--- config.mk ---
export PLATFORM = sky130hd
export DESIGN_NAME = chess_display_scan
export DESIGN_NICKNAME = d
export VERILOG_FILES = /design/src/rtl/chess_pkg.sv /design/src/rtl/bin6_to_bcd.sv /design/src/rtl/chess_display_scan.sv
export SDC_FILE = /design/constraint.sdc
export NUM_CORES = 1
export LEC_CHECK = 0
export ABC_CLOCK_PERIOD_IN_PS = 10600
export CAP_MARGIN = 25
export CORE_MARGIN = 4
export CORE_UTILIZATION = 45
export CTS_CLUSTER_DIAMETER = 150
export DETAILED_ROUTE_END_ITERATION = 10
export SLEW_MARGIN = 20
export SYNTH_ARGS = -nofsm -noshare
export SYNTH_HDL_FRONTEND = slang
export SYNTH_SLANG_ARGS = --single-unit
export TNS_END_PERCENT = 10
--- constraint.sdc ---
create_clock -name clk -period 10.6 [get_ports clk]
set_input_delay 3.18 -clock clk [delete_from_list [all_inputs] [get_ports clk]]
set_output_delay 3.18 -clock clk [all_outputs]
set_load 0.005 [all_outputs]
--- src/rtl/chess_pkg.sv ---
// Shared seven-segment constants and digit positions for the chess timer displays.
// Segment codes are active-low, ordered {g,f,e,d,c,b,a}.
package chess_pkg;

    localparam logic [6:0] SEG_0     = 7'h40;
    localparam logic [6:0] SEG_1     = 7'h79;
    localparam logic [6:0] SEG_2     = 7'h24;
    localparam logic [6:0] SEG_3     = 7'h30;
    localparam logic [6:0] SEG_4     = 7'h19;
    localparam logic [6:0] SEG_5     = 7'h12;
    localparam logic [6:0] SEG_6     = 7'h02;
    localparam logic [6:0] SEG_7     = 7'h78;
    localparam logic [6:0] SEG_8     = 7'h00;
    localparam logic [6:0] SEG_9     = 7'h10;
    localparam logic [6:0] SEG_DASH  = 7'h3F;
    localparam logic [6:0] SEG_BLANK = 7'h7F;

    // Digit index 0 is the rightmost display position.
    localparam logic [2:0] DIG_S2U = 3'd0;
    localparam logic [2:0] DIG_S2T = 3'd1;
    localparam logic [2:0] DIG_M2U = 3'd2;
    localparam logic [2:0] DIG_M2T = 3'd3;
    localparam logic [2:0] DIG_S1U = 3'd4;
    localparam logic [2:0] DIG_S1T = 3'd5;
    localparam logic [2:0] DIG_M1U = 3'd6;
    localparam logic [2:0] DIG_M1T = 3'd7;

    typedef enum logic {
        PHASE_VISIBLE = 1'b0,
        PHASE_BLANK   = 1'b1
    } blink_phase_t;

    function automatic logic [6:0] seg_encode(input logic [3:0] digit);
        logic [6:0] code;
        case (digit)
            4'd0:    code = SEG_0;
            4'd1:    code = SEG_1;
            4'd2:    code = SEG_2;
            4'd3:    code = SEG_3;
            4'd4:    code = SEG_4;
            4'd5:    code = SEG_5;
            4'd6:    code = SEG_6;
            4'd7:    code = SEG_7;
            4'd8:    code = SEG_8;
            4'd9:    code = SEG_9;
            default: code = SEG_BLANK;
        endcase
        return code;
    endfunction

endpackage

--- src/rtl/bin6_to_bcd.sv ---
// Combinational split of a 0..59 binary value into BCD tens and units.
// Values 60..63 report valid=0 with zeroed digits.
module bin6_to_bcd (
    input  logic [5:0] value,
    output logic       valid,
    output logic [3:0] tens,
    output logic [3:0] units
);

    always_comb begin
        valid = 1'b1;
        tens  = 4'd0;
        units = 4'(value);
        if (value > 6'd59) begin
            valid = 1'b0;
            units = 4'd0;
        end else if (value >= 6'd50) begin
            tens  = 4'd5;
            units = 4'(value - 6'd50);
        end else if (value >= 6'd40) begin
            tens  = 4'd4;
            units = 4'(value - 6'd40);
        end else if (value >= 6'd30) begin
            tens  = 4'd3;
            units = 4'(value - 6'd30);
        end else if (value >= 6'd20) begin
            tens  = 4'd2;
            units = 4'(value - 6'd20);
        end else if (value >= 6'd10) begin
            tens  = 4'd1;
            units = 4'(value - 6'd10);
        end
    end

endmodule

--- src/rtl/chess_display_scan.sv ---
// Eight-digit multiplexed display of both players' clocks with turn marker
// and flag-fall blinking; values are frozen per frame to avoid tearing.
module chess_display_scan #(
    parameter int REFRESH_DIV = 100000,
    parameter int BLINK_DIV   = 25000000
) (
    input  logic       clk,
    input  logic       reset,
    input  logic       enable,
    input  logic       player1,
    input  logic       player2,
    input  logic [5:0] min1,
    input  logic [5:0] sec1,
    input  logic [5:0] min2,
    input  logic [5:0] sec2,
    output logic [7:0] an,
    output logic [6:0] seg,
    output logic       dp
);
    import chess_pkg::*;

    localparam int REFRESH_W = $clog2(REFRESH_DIV);
    localparam int BLINK_W   = $clog2(BLINK_DIV);

    logic [REFRESH_W-1:0] refresh_cnt;
    logic [BLINK_W-1:0]   blink_cnt;
    logic [2:0]           digit_idx;
    blink_phase_t         blink_phase;
    logic                 first_pending;

    logic [5:0] snap_min1, snap_sec1, snap_min2, snap_sec2;
    logic       snap_p1, snap_p2;

    logic [5:0] view_min1, view_sec1, view_min2, view_sec2;
    logic       view_p1, view_p2;

    logic refresh_tc, blink_tc, capture;

    logic       m1_valid, s1_valid, m2_valid, s2_valid;
    logic [3:0] m1_tens, m1_units, s1_tens, s1_units;
    logic [3:0] m2_tens, m2_units, s2_tens, s2_units;

    logic       digit_valid, digit_p1, dp_on, flag1, flag2, blank_digit;
    logic [3:0] digit_val;
    logic [6:0] seg_next;
    logic       dp_next;

    assign refresh_tc = (refresh_cnt == REFRESH_W'(REFRESH_DIV - 1));
    assign blink_tc   = (blink_cnt == BLINK_W'(BLINK_DIV - 1));
    assign capture    = enable && (first_pending || (refresh_tc && digit_idx == DIG_M1T));

    // Right after reset the snapshot is still empty, so show live inputs that cycle.
    assign view_min1 = first_pending ? min1    : snap_min1;
    assign view_sec1 = first_pending ? sec1    : snap_sec1;
    assign view_min2 = first_pending ? min2    : snap_min2;
    assign view_sec2 = first_pending ? sec2    : snap_sec2;
    assign view_p1   = first_pending ? player1 : snap_p1;
    assign view_p2   = first_pending ? player2 : snap_p2;

    always_ff @(posedge clk) begin
        if (reset) begin
            refresh_cnt <= '0;
            digit_idx   <= DIG_S2U;
            blink_cnt   <= '0;
            blink_phase <= PHASE_VISIBLE;
        end else if (enable) begin
            if (refresh_tc) begin
                refresh_cnt <= '0;
                digit_idx   <= digit_idx + 3'd1;
            end else begin
                refresh_cnt <= refresh_cnt + REFRESH_W'(1);
            end
            if (blink_tc) begin
                blink_cnt   <= '0;
                blink_phase <= (blink_phase == PHASE_VISIBLE) ? PHASE_BLANK : PHASE_VISIBLE;
            end else begin
                blink_cnt <= blink_cnt + BLINK_W'(1);
            end
        end
    end

    always_ff @(posedge clk) begin
        if (reset) begin
            snap_min1     <= '0;
            snap_sec1     <= '0;
            snap_min2     <= '0;
            snap_sec2     <= '0;
            snap_p1       <= 1'b0;
            snap_p2       <= 1'b0;
            first_pending <= 1'b1;
        end else if (capture) begin
            snap_min1     <= min1;
            snap_sec1     <= sec1;
            snap_min2     <= min2;
            snap_sec2     <= sec2;
            snap_p1       <= player1;
            snap_p2       <= player2;
            first_pending <= 1'b0;
        end
    end

    bin6_to_bcd u_conv_m1 (.value(view_min1), .valid(m1_valid), .tens(m1_tens), .units(m1_units));
    bin6_to_bcd u_conv_s1 (.value(view_sec1), .valid(s1_valid), .tens(s1_tens), .units(s1_units));
    bin6_to_bcd u_conv_m2 (.value(view_min2), .valid(m2_valid), .tens(m2_tens), .units(m2_units));
    bin6_to_bcd u_conv_s2 (.value(view_sec2), .valid(s2_valid), .tens(s2_tens), .units(s2_units));

    assign flag1 = (view_min1 == 6'd0) && (view_sec1 == 6'd0);
    assign flag2 = (view_min2 == 6'd0) && (view_sec2 == 6'd0);

    always_comb begin
        digit_valid = 1'b1;
        digit_val   = 4'd0;
        digit_p1    = 1'b0;
        dp_on       = 1'b0;
        case (digit_idx)
            DIG_S2U: begin digit_valid = s2_valid; digit_val = s2_units; end
            DIG_S2T: begin digit_valid = s2_valid; digit_val = s2_tens;  end
            DIG_M2U: begin digit_valid = m2_valid; digit_val = m2_units; end
            DIG_M2T: begin digit_valid = m2_valid; digit_val = m2_tens;  dp_on = view_p2; end
            DIG_S1U: begin digit_valid = s1_valid; digit_val = s1_units; digit_p1 = 1'b1; end
            DIG_S1T: begin digit_valid = s1_valid; digit_val = s1_tens;  digit_p1 = 1'b1; end
            DIG_M1U: begin digit_valid = m1_valid; digit_val = m1_units; digit_p1 = 1'b1; end
            DIG_M1T: begin digit_valid = m1_valid; digit_val = m1_tens;  digit_p1 = 1'b1; dp_on = view_p1; end
            default: begin digit_valid = 1'b0; end
        endcase

        blank_digit = (blink_phase == PHASE_BLANK) && (digit_p1 ? flag1 : flag2);
        if (blank_digit) begin
            seg_next = SEG_BLANK;
        end else if (!digit_valid) begin
            seg_next = SEG_DASH;
        end else begin
            seg_next = seg_encode(digit_val);
        end
        dp_next = !(dp_on && !blank_digit);
    end

    always_ff @(posedge clk) begin
        if (reset || !enable) begin
            an  <= 8'hFF;
            seg <= SEG_BLANK;
            dp  <= 1'b1;
        end else begin
            an  <= ~(8'b1 << digit_idx);
            seg <= seg_next;
            dp  <= dp_next;
        end
    end

endmodule

==> flow_metrics.tcl <==
set metrics [dict create \
    viasPerCell 5.85 \
    synthCells 755 \
    clockBufferDepth 2 \
    io_buffers 44 \
    cts-root-buf "clkbuf_16" \
    layout_common_cells "nor2_1, dfxtp_1, nand2_1, clkdlybuf4s50_1, ha_1" \
    yosysUniqueCellTypes 94 \
    clk_latency_ns 0.35 \
    tightest_slew_ns 0.777 \
    report.final.slew_viol_count 0 \
    setup_viol 0 \
    rows 43 \
    start_util_pct 46.4 \
    first_pass_iters 5 \
    syn_nets 827 \
    layout_commonest_cell "nor2_1" \
    wl_um 16100 \
    fmax_mhz 139 \
    nNetsFinal 856 \
    diodes 0 \
    design_area_mm2 0.00736 \
    synth_edf_count 0 \
    cts-resized-gates 0 \
    critPathRequiredTime_ns 10.83 \
    ys_seq_area_share_pct 27.4 \
    cts_inserted_buffers 9 \
    synth.ff_latch_count 89 \
    clock_sinks 89 \
    hp-class "flip-flop to flip-flop" \
    drive_gt1_share_pct 8.62 \
    dp_hpwl_um 11900 \
    vias 5665 \
    dieHeight_um 128 \
    dieArea_mm2 0.0164 \
    startpoint "sec1[2]" \
    post_dp_cell_area_mm2 0.00699 \
    antenna_left 0 \
    leakage_nw 2.87 \
    rsz0062_at_grt "no" \
    io_pins 45 \
    dr.first_iter.drc_count 370 \
    postCtsSetupRepairBufs 0 \
    peakVddDrop_uv 82.5 \
    worstPathMaxFanout 7 \
    synthFlopType "dfxtp_1" \
    fin_crit_ns 7.21 \
    die_x_um 128 \
    fin_crit_sh_pct 68.0 \
    grt_max_degree 67 \
    drcViolationCount 0 \
    setup_tns_ns 0 \
    areaGrowthSynthToFinish_pct 13.4 \
    grt.overflow.total 0 \
    criticalPathCategory "input pin to flip-flop" \
    avgRoutedWirePerCell_um 16.6 \
    rr_startpoint "first_pending" \
    start_kind "input pin" \
    hold_violations 0 \
    globalRouteTotalUtil_pct 19.7 \
    cts_tree "done" \
    async_reset_ff_share_pct 0 \
    mappedNetlistArea_mm2 0.00649 \
    ys.warnings.count 0 \
    cts_hold_buffers 0 \
    status "complete, no violations" \
    cp_data_arrival_time_ns 7.44 \
    grt_first_pass_wirelength_um 26900 \
    coreArea_mm2 0.0140 \
    maxCapViolCount 0 \
    gp_congestion 0.892 \
    endpoint_kind "flip-flop" \
    htree_levels 3 \
    maxSlewHeadroom_pct 48.1 \
    antenna_found_initial 0 \
    hold_start "snap_min2[2]" \
    grt_pass1_vias 5498 \
    avgSynthCellArea_um2 8.60 \
    p_per_area_mw_per_mm2 131 \
    path_clk_slew_ns 0.07 \
    finalClockSkew_ns 0.0102 \
    fin_hold_ws_ns 0.496 \
]
-- path summary, 6_finish.rpt --
kind,endpoint,cells past startpoint,slack (ns)
hold reg to reg,snap_min2[2],2,0.50
setup reg to reg,seg[3],14,5.25
setup / recovery,seg[3],14,3.39
hold / removal,snap_min2[2],2,0.50
-- state kept, by name, indices dropped and copies added, names as in the netlist --
| register | flops |
|---|---|
| an | 8 |
| blink_cnt | 25 |
| blink_phase | 1 |
| digit_idx | 3 |
| dp | 1 |
| first_pending | 1 |
| refresh_cnt | 17 |
| seg | 7 |
| snap_min1 | 6 |
| snap_min2 | 6 |
| snap_p1 | 1 |
| snap_p2 | 1 |
| snap_sec1 | 6 |
| snap_sec2 | 6 |
-- worst max-delay path, stage by stage --
cell and delay, ns:
clkdlybuf4s50_1 0.42, mux2i_1 0.51, inv_1 0.23, ha_1 0.33, a211oi_1 0.27, a21oi_1 0.10
o31ai_2 0.54, a211oi_1 0.16, a311oi_1 0.22, o21ai_1 0.11, or4_1 0.69, ha_1 0.37
nor3b_1 0.22, o31ai_1 0.10
-- final cells by class --
| class | instances | area (um^2) |
|---|---|---|
| clock inverters | 7 | 124 |
| clock buffers | 9 | 225 |
| repair buffers | 47 | 483 |
| fillers | 1343 | 6630 |
| multi-input cells | 604 | 4400 |
| well taps | 180 | 225 |
| flip-flops and latches | 89 | 1790 |
| inverters | 33 | 124 |
-- power breakdown --
part / internal [mW] / switching [mW] / leakage (nW) / total [mW]
Sequential: 0.346 / 0.0132 / 0.724 / 0.359
Clock: 0.233 / 0.143 / 0.172 / 0.376
Combinational: 0.100 / 0.130 / 1.97 / 0.230
Total: 0.679 / 0.286 / 2.87 / 0.965
-- cell usage after synthesis (all sizes together) (4+ instances only) --
library cell / count / area share, %
or3b: 4 / 0.54
a31oi: 5 / 0.48
o31ai: 7 / 1.3
nand3: 32 / 2.5
o211ai: 8 / 0.93
and4b: 5 / 0.77
buf: 16 / 2.3
a21o: 5 / 0.58
nor3: 21 / 1.6
a31o: 4 / 0.54
and3: 12 / 1.2
a211oi: 12 / 1.5
xnor2: 23 / 3.1
dfxtp: 89 / 27
nor4: 7 / 0.77
o21ai: 31 / 2.4
nor2b: 4 / 0.39
ha: 43 / 8.3
inv: 32 / 1.8
a21oi: 33 / 2.5
or3: 11 / 1.1
nand2: 50 / 3.0
nor4bb: 7 / 1.1
mux2i: 46 / 8.4
nor2: 100 / 5.9
mux2: 8 / 1.5
nand4: 14 / 1.3
o21a: 5 / 0.58
nor3b: 12 / 1.6
clkbuf: 13 / 0.75
and4: 4 / 0.54
xor2: 24 / 3.2
-- cells by family (layout without fill, tap and decap cells) --
kind of cell,count (synthesis),count (layout),share of synthesized area [%]
simple gates,309,309,25.7
compound gates,151,151,17.4
flops,89,89,27.4
buf+inv,62,96,4.91
mux,54,54,9.87
xor+xnor,47,47,6.34
fa+ha+maj,43,43,8.29
-- metal layers --
layer  part of all wire [%]  track usage, %  vias to the layer above
li1                       -               -                     2810
met1                     46            24.7                     2725
met2                     49            34.1                      108
met3                    3.3            3.62                       22
met4                    1.5            6.05                        0
met5                      0               0                        -
-- per-stage QoR --
stage / worst slack, ns / utilization, % / power (mW) / instances
final: 3.39 / 52.6 / 0.965 / 969
after detailed placement: 3.10 / 49.9 / 0.592 / 952
after global placement: 3.25 / 49.9 / 0.590 / 952
after CTS: 3.47 / 52.4 / 0.970 / 968
after floorplan: 4.17 / - / 0.534 / 755
after global routing: 3.15 / 52.6 / 1.01 / 969
No activity file was read; power rests on OpenSTA's default activity.
